File: config.mk
export PLATFORM = sky130hd
export DESIGN_NAME = ahbl_irq_ctrl
export DESIGN_NICKNAME = d
export VERILOG_FILES = /design/src/rtl/irq_ctrl_pkg.sv /design/src/rtl/irq_gateway.sv /design/src/rtl/ahbl_irq_ctrl.sv
export SDC_FILE = /design/constraint.sdc
export NUM_CORES = 1
export LEC_CHECK = 0
export BUFFER_PORTS_ARGS = -buffer_cell sky130_fd_sc_hd__buf_2
export CAP_MARGIN = 25
export CORE_MARGIN = 5
export CORE_UTILIZATION = 45
export CTS_BUF_LIST = sky130_fd_sc_hd__clkbuf_16
export CTS_CLUSTER_DIAMETER = 150
export DETAILED_ROUTE_END_ITERATION = 8
export PLACE_DENSITY_LB_ADDON = 0.1
export REMOVE_ABC_BUFFERS = 1
export SLEW_MARGIN = 5
export SYNTH_ARGS = -nofsm -noshare
export SYNTH_HDL_FRONTEND = slang
export SYNTH_SLANG_ARGS = --single-unit
export TNS_END_PERCENT = 30
File: constraint.sdc
create_clock -name HCLK -period 2 [get_ports HCLK]
set_input_delay 0.3 -clock HCLK [delete_from_list [all_inputs] [get_ports HCLK]]
set_output_delay 0.3 -clock HCLK [all_outputs]
set_load 0.005 [all_outputs]
File: src/rtl/irq_ctrl_pkg.sv
// Shared constants and helpers for the AHB-Lite interrupt controller.
// Register word offsets are decoded from HADDR[4:2].
package irq_ctrl_pkg;

    localparam int unsigned IRQ_NSRC_MAX = 31;

    localparam logic [2:0] IRQ_PENDING_OFF = 3'd0;
    localparam logic [2:0] IRQ_ENABLE_OFF  = 3'd1;
    localparam logic [2:0] IRQ_TRIG_OFF    = 3'd2;
    localparam logic [2:0] IRQ_CLAIM_OFF   = 3'd3;
    localparam logic [2:0] IRQ_CTRL_OFF    = 3'd4;

    // ID+1 of the lowest set bit, 0 when the vector is empty.
    function automatic logic [5:0] irq_claim_id(input logic [31:0] v);
        logic [5:0] id;
        id = '0;
        for (int unsigned i = 32; i > 0; i--) begin
            if (v[i-1]) id = 6'(i);
        end
        return id;
    endfunction

endpackage

File: src/rtl/irq_gateway.sv
// Per-source interrupt gateway: optional 2-flop synchronizer, edge detector
// and pending latch. Define IRQ_SYNC_EN to insert the synchronizer.
module irq_gateway (
    input  logic clk,
    input  logic rst_n,
    input  logic trig,
    input  logic clear,
    input  logic src,
    output logic pending
);

    logic s;
    logic prev_q;
    logic pend_q;

`ifdef IRQ_SYNC_EN
    logic [1:0] sync_q;

    always_ff @(posedge clk or negedge rst_n) begin
        if (!rst_n) sync_q <= '0;
        else        sync_q <= {sync_q[0], src};
    end

    assign s = sync_q[1];
`else
    assign s = src;
`endif

    // Level mode tracks the input and drops any latched edge; in edge mode a
    // new edge wins over a simultaneous clear.
    always_ff @(posedge clk or negedge rst_n) begin
        if (!rst_n) begin
            prev_q <= 1'b0;
            pend_q <= 1'b0;
        end else begin
            prev_q <= s;
            if (trig) pend_q <= (pend_q & ~clear) | (s & ~prev_q);
            else      pend_q <= s;
        end
    end

    assign pending = pend_q;

endmodule

File: src/rtl/ahbl_irq_ctrl.sv
// AHB-Lite interrupt controller: per-source gateways, enable/trigger/control
// registers, a claim priority encoder and a registered IRQ output.
// Define IRQ_SYNC_EN to synchronize IRQ_SRC inside each gateway.
module ahbl_irq_ctrl
    import irq_ctrl_pkg::*;
#(
    parameter int unsigned NSRC = 8
) (
    input  logic            HCLK,
    input  logic            HRESETn,
    input  logic [31:0]     HADDR,
    input  logic [1:0]      HTRANS,
    input  logic [2:0]      HSIZE,
    input  logic            HWRITE,
    input  logic            HREADY,
    input  logic            HSEL,
    input  logic [31:0]     HWDATA,
    output logic            HREADYOUT,
    output logic [31:0]     HRDATA,
    input  logic [NSRC-1:0] IRQ_SRC,
    output logic            IRQ
);

    logic            dp_valid;
    logic            dp_write;
    logic [2:0]      dp_addr;

    logic [NSRC-1:0] enable_q;
    logic [NSRC-1:0] trig_q;
    logic            gie_q;
    logic            irq_q;

    logic [NSRC-1:0] pending;
    logic [NSRC-1:0] pend_en;
    logic [NSRC-1:0] claim_onehot;
    logic [NSRC-1:0] clear_vec;
    logic [5:0]      claim_id;
    logic            wr_en;
    logic            rd_en;

    logic unused_ok;
    assign unused_ok = &{1'b0, HADDR[31:5], HADDR[1:0], HSIZE, HTRANS[0], HWDATA[31:NSRC]};

    assign HREADYOUT = 1'b1;

    always_ff @(posedge HCLK or negedge HRESETn) begin
        if (!HRESETn) begin
            dp_valid <= 1'b0;
            dp_write <= 1'b0;
            dp_addr  <= '0;
        end else if (HREADY) begin
            dp_valid <= HSEL & HTRANS[1];
            dp_write <= HWRITE;
            dp_addr  <= HADDR[4:2];
        end
    end

    assign wr_en = dp_valid & dp_write;
    assign rd_en = dp_valid & ~dp_write;

    assign pend_en      = pending & enable_q;
    assign claim_id     = irq_claim_id(32'(pend_en));
    // Lowest set bit of pend_en is the source the claim read returns.
    assign claim_onehot = pend_en & ~(pend_en - 1'b1);

    always_comb begin
        clear_vec = '0;
        if (wr_en && dp_addr == IRQ_PENDING_OFF) clear_vec = HWDATA[NSRC-1:0];
        if (rd_en && dp_addr == IRQ_CLAIM_OFF)   clear_vec = clear_vec | claim_onehot;
    end

    for (genvar g = 0; g < NSRC; g++) begin : g_gw
        irq_gateway u_gw (
            .clk     (HCLK),
            .rst_n   (HRESETn),
            .trig    (trig_q[g]),
            .clear   (clear_vec[g]),
            .src     (IRQ_SRC[g]),
            .pending (pending[g])
        );
    end

    always_ff @(posedge HCLK or negedge HRESETn) begin
        if (!HRESETn) begin
            enable_q <= '0;
            trig_q   <= '0;
            gie_q    <= 1'b0;
        end else if (wr_en) begin
            case (dp_addr)
                IRQ_ENABLE_OFF: enable_q <= HWDATA[NSRC-1:0];
                IRQ_TRIG_OFF:   trig_q   <= HWDATA[NSRC-1:0];
                IRQ_CTRL_OFF:   gie_q    <= HWDATA[0];
                default: ;
            endcase
        end
    end

    always_ff @(posedge HCLK or negedge HRESETn) begin
        if (!HRESETn) irq_q <= 1'b0;
        else          irq_q <= gie_q & (|pend_en);
    end

    assign IRQ = irq_q;

    always_comb begin
        HRDATA = '0;
        if (rd_en) begin
            case (dp_addr)
                IRQ_PENDING_OFF: HRDATA = 32'(pending);
                IRQ_ENABLE_OFF:  HRDATA = 32'(enable_q);
                IRQ_TRIG_OFF:    HRDATA = 32'(trig_q);
                IRQ_CLAIM_OFF:   HRDATA = 32'(claim_id);
                IRQ_CTRL_OFF:    HRDATA = {31'd0, gie_q};
                default:         HRDATA = '0;
            endcase
        end
    end

endmodule

==> qor.yml <==
timing:
  fin_crit_ns: 2.04
  timing.final.crit_share: 1.02
  timing.fmax_mhz: 491
  setup_viol: 1
  layout_setup_ws_ns: -0.0362
  drv_slew: 0
  grt_setup_unrepaired: "yes"
  hold_viol: 0
  clock_skew_ns: 0.00450
  finalHoldWorstSlack_ns: 0.136
synthesis:
  ys_types: 40
  avgSynthCellArea_um2: 10.3
  synth-seq-cells: 39
  netlist_instances: 206
  syn-cell-area_um2: 2120
  yosysWarningCount: 0
  seq_area_frac_synth: 0.460
setup_path:
  critPathBufInv: 2
  crit_required_ns: 1.70
  crit_chain: "a222oi_1 -> buf_4 -> nand3_2 -> o32a_1 -> nor2_2 -> buf_2"
  r2r_start: "dp_addr[2]"
  startpoint_type: "flop"
  ff2ff_path_depth: 3
  ff2ff_setup_slack_ns: 0.29
  rr_endpoint: "enable_q[0]"
  cp_num_cells: 6
  crit_fanout: 2
  slowest_stage: "dfrtp_1"
  path_delay_family: "compound AO/OA/AOI/OAI gates"
  crit_type: "reg2out"
  crit_arrival_ns: 1.74
  end_kind: "output port"
  cp_slowest_stage_delay_ns: 0.38
grt:
  grt_max_degree: 40
  use_met3: 0.0447
  track_usage: 0.167
  use_met2: 0.263
  gr-max-usage-layer: "met2"
  grt_pass1_wl_mm: 8.02
  antenna_found_initial: 0
  grt_pass1_vias: 1638
  grt_overflow: 0
  met1_usage: 0.225
cells_and_area:
  seqCellArea_um2: 980
  final_common_cell: "dfrtp_1"
  fin_util: 0.543
  final_cell_mix: "36 x dfrtp_1, 33 x buf_2, 25 x conb_1, 21 x nand2_1, 18 x buf_4"
  nets: 338
  multi_input_area_um2: 1010
  area_growth_pct: 19.4
  layout-drive-gt1-share: 0.273
  n_fill_cell: 419
  antennaDiodeCount: 0
die:
  die_width_um: 78.6
  rows: 25
  dieArea_um2: 6180
  die_h_um: 78.6
  io_pins: 116
  start_util: 0.455
  core_area_um2: 4660
drt:
  drt-wirelength-per-cell_um: 15.6
  drt_iter0_markers: 133
  drtPass1Iterations: 4
  drt_wl_total_mm: 4.85
  drc_errors: 0
  num_vias: 1669
  ant_nets: 0
  avgViaCountPerCell: 5.38
min_path:
  holdCritPathClass: "in2reg"
  hold_end: "g_gw[7].u_gw.prev_q"
  hp-start: "IRQ_SRC[7]"
  holdPathStages: 1
power_and_ir_drop:
  ir_drop_v: 0.000488
  power_mw: 2.59
  p_per_area_nw_per_um2: 1020
  p_leak_nw: 1.22
place:
  finalWeightedCongestion: 0.847
  portBuffers: 33
  hpwl_mm: 3.67
  dp_slack_ns: 0.170
flow_run:
  drv_cap: 0
clocking:
  clock_path_buffers: 2
  clk_pin_slew_ns: 0.06
  clk_latency_ns: 0.28
  clock-sinks: 39
  cts_root_buf: "clkbuf_16"
  htreeDepth: 2
  cts_made_buffers: 5
  tritoncts: "yes"
run_status:
  violations: "setup timing"
  status: "finished, violations left"
==> metal layers <==
layer  share of wire  wire, µm  up-vias
met3           0.069       335        6
li1                -         -      790
met5               0         0        -
met4          0.0091        44        0
met1            0.46      2210      815
met2            0.46      2250       58
==> cell usage after synthesis <==
cell type	instances	area (µm²)
a22oi_2	1	12.5
dfrtp_1	39	976
mux2_2	4	45.0
o21ai_0	4	20.0
buf_2	4	20.0
inv_1	3	11.3
and3_2	1	7.51
conb_1	2	7.51
a21oi_1	9	45.0
nand2_1	21	78.8
a21o_1	1	7.51
a32oi_1	1	8.76
nor2b_1	2	12.5
nor4_1	1	6.26
a22oi_1	2	15.0
a2bb2oi_1	2	17.5
a41oi_1	1	8.76
and3_1	1	6.26
nand4_1	2	12.5
o2bb2ai_1	1	8.76
nand3b_1	1	7.51
nand3_1	8	40.0
clkbuf_1	4	15.0
nor3_1	6	30.0
and2_1	3	18.8
mux2_1	16	180
a21boi_0	1	7.51
nand4b_1	1	8.76
a22o_1	6	52.6
o32a_1	2	20.0
a41o_1	1	10.0
nand2b_1	2	12.5
a222oi_1	2	20.0
nor2_1	10	37.5
a221oi_1	1	8.76
a31oi_1	3	18.8
a32o_1	1	10.0
mux2i_1	8	80.1
buf_4	25	188
and3b_1	3	26.3
==> area by class of cell <==
class                      instances  area share
timing repair buffer              53       0.130
clock inverter                     2     0.00346
clock buffer                       5      0.0494
tap                               54      0.0267
sequential                        39       0.387
multi-input combinational        154       0.398
inverter                           3     0.00445
==> repair_timing <==
item / in CTS / in global routing
hold endpoints to repair: 39 / 0
pin swaps: 2 / 3
setup endpoints to repair: 6 / 5
hold buffers: 1 / 0
buffers inserted: 1 / 0
gates resized for setup: 4 / 4
==> power by group <==
group          switching [mW]  internal [mW]  total, mW
Clock                   0.284          0.447      0.731
Combinational           0.328          0.374      0.701
Sequential              0.188          0.973       1.16
Total                   0.799           1.79       2.59
==> stage by stage <==
step | area (µm²) | TNS (ns) | std cells
after detailed placement | 2360 | 0 | 301
after global routing | 2530 | -0.271 | 310
after global placement | 2360 | 0 | 301
after CTS | 2520 | -0.0512 | 310
after floorplan | 1980 | 0 | 196
final | 2530 | -0.0362 | 310
==> how the worst max path moves through the flow <==
stage / to / from / slack [ns]
floorplan: enable_q[0] / dp_addr[1] / 0.23
global placement: HRDATA[3] / enable_q[2] / 0.13
detailed placement: HRDATA[3] / g_gw[2].u_gw.pending / 0.17
CTS: HRDATA[3] / g_gw[2].u_gw.pending / -0.05
global route: HRDATA[3] / enable_q[2] / -0.17
finish: HRDATA[3] / enable_q[2] / -0.04
==> cell families (layout without fill, tap and decap cells) <==
kind of cell / after synthesis / in the layout / synth area share
other: 2 / 25 / 0.00354
multiplexers: 28 / 28 / 0.144
buffers and inverters: 36 / 63 / 0.110
flip-flops: 39 / 39 / 0.460
AND/OR/NAND/NOR: 62 / 62 / 0.144
AO/OA/AOI/OAI: 39 / 39 / 0.138
==> sequential cells by signal, indices dropped and copies added, names as in the netlist <==
register           count
g_gw.u_gw.pending      8
dp_write               1
dp_addr                3
enable_q               8
dp_valid               1
g_gw.u_gw.prev_q       8
IRQ                    1
trig_q                 8
gie_q                  1
==> worst reg2reg max path: cells and delay by family (launching register included) <==
family | cells | cell delay (ns)
flops | 1 | 0.49
simple gates | 2 | 0.71
mux | 1 | 0.38
(Power assumes the default switching activity.)
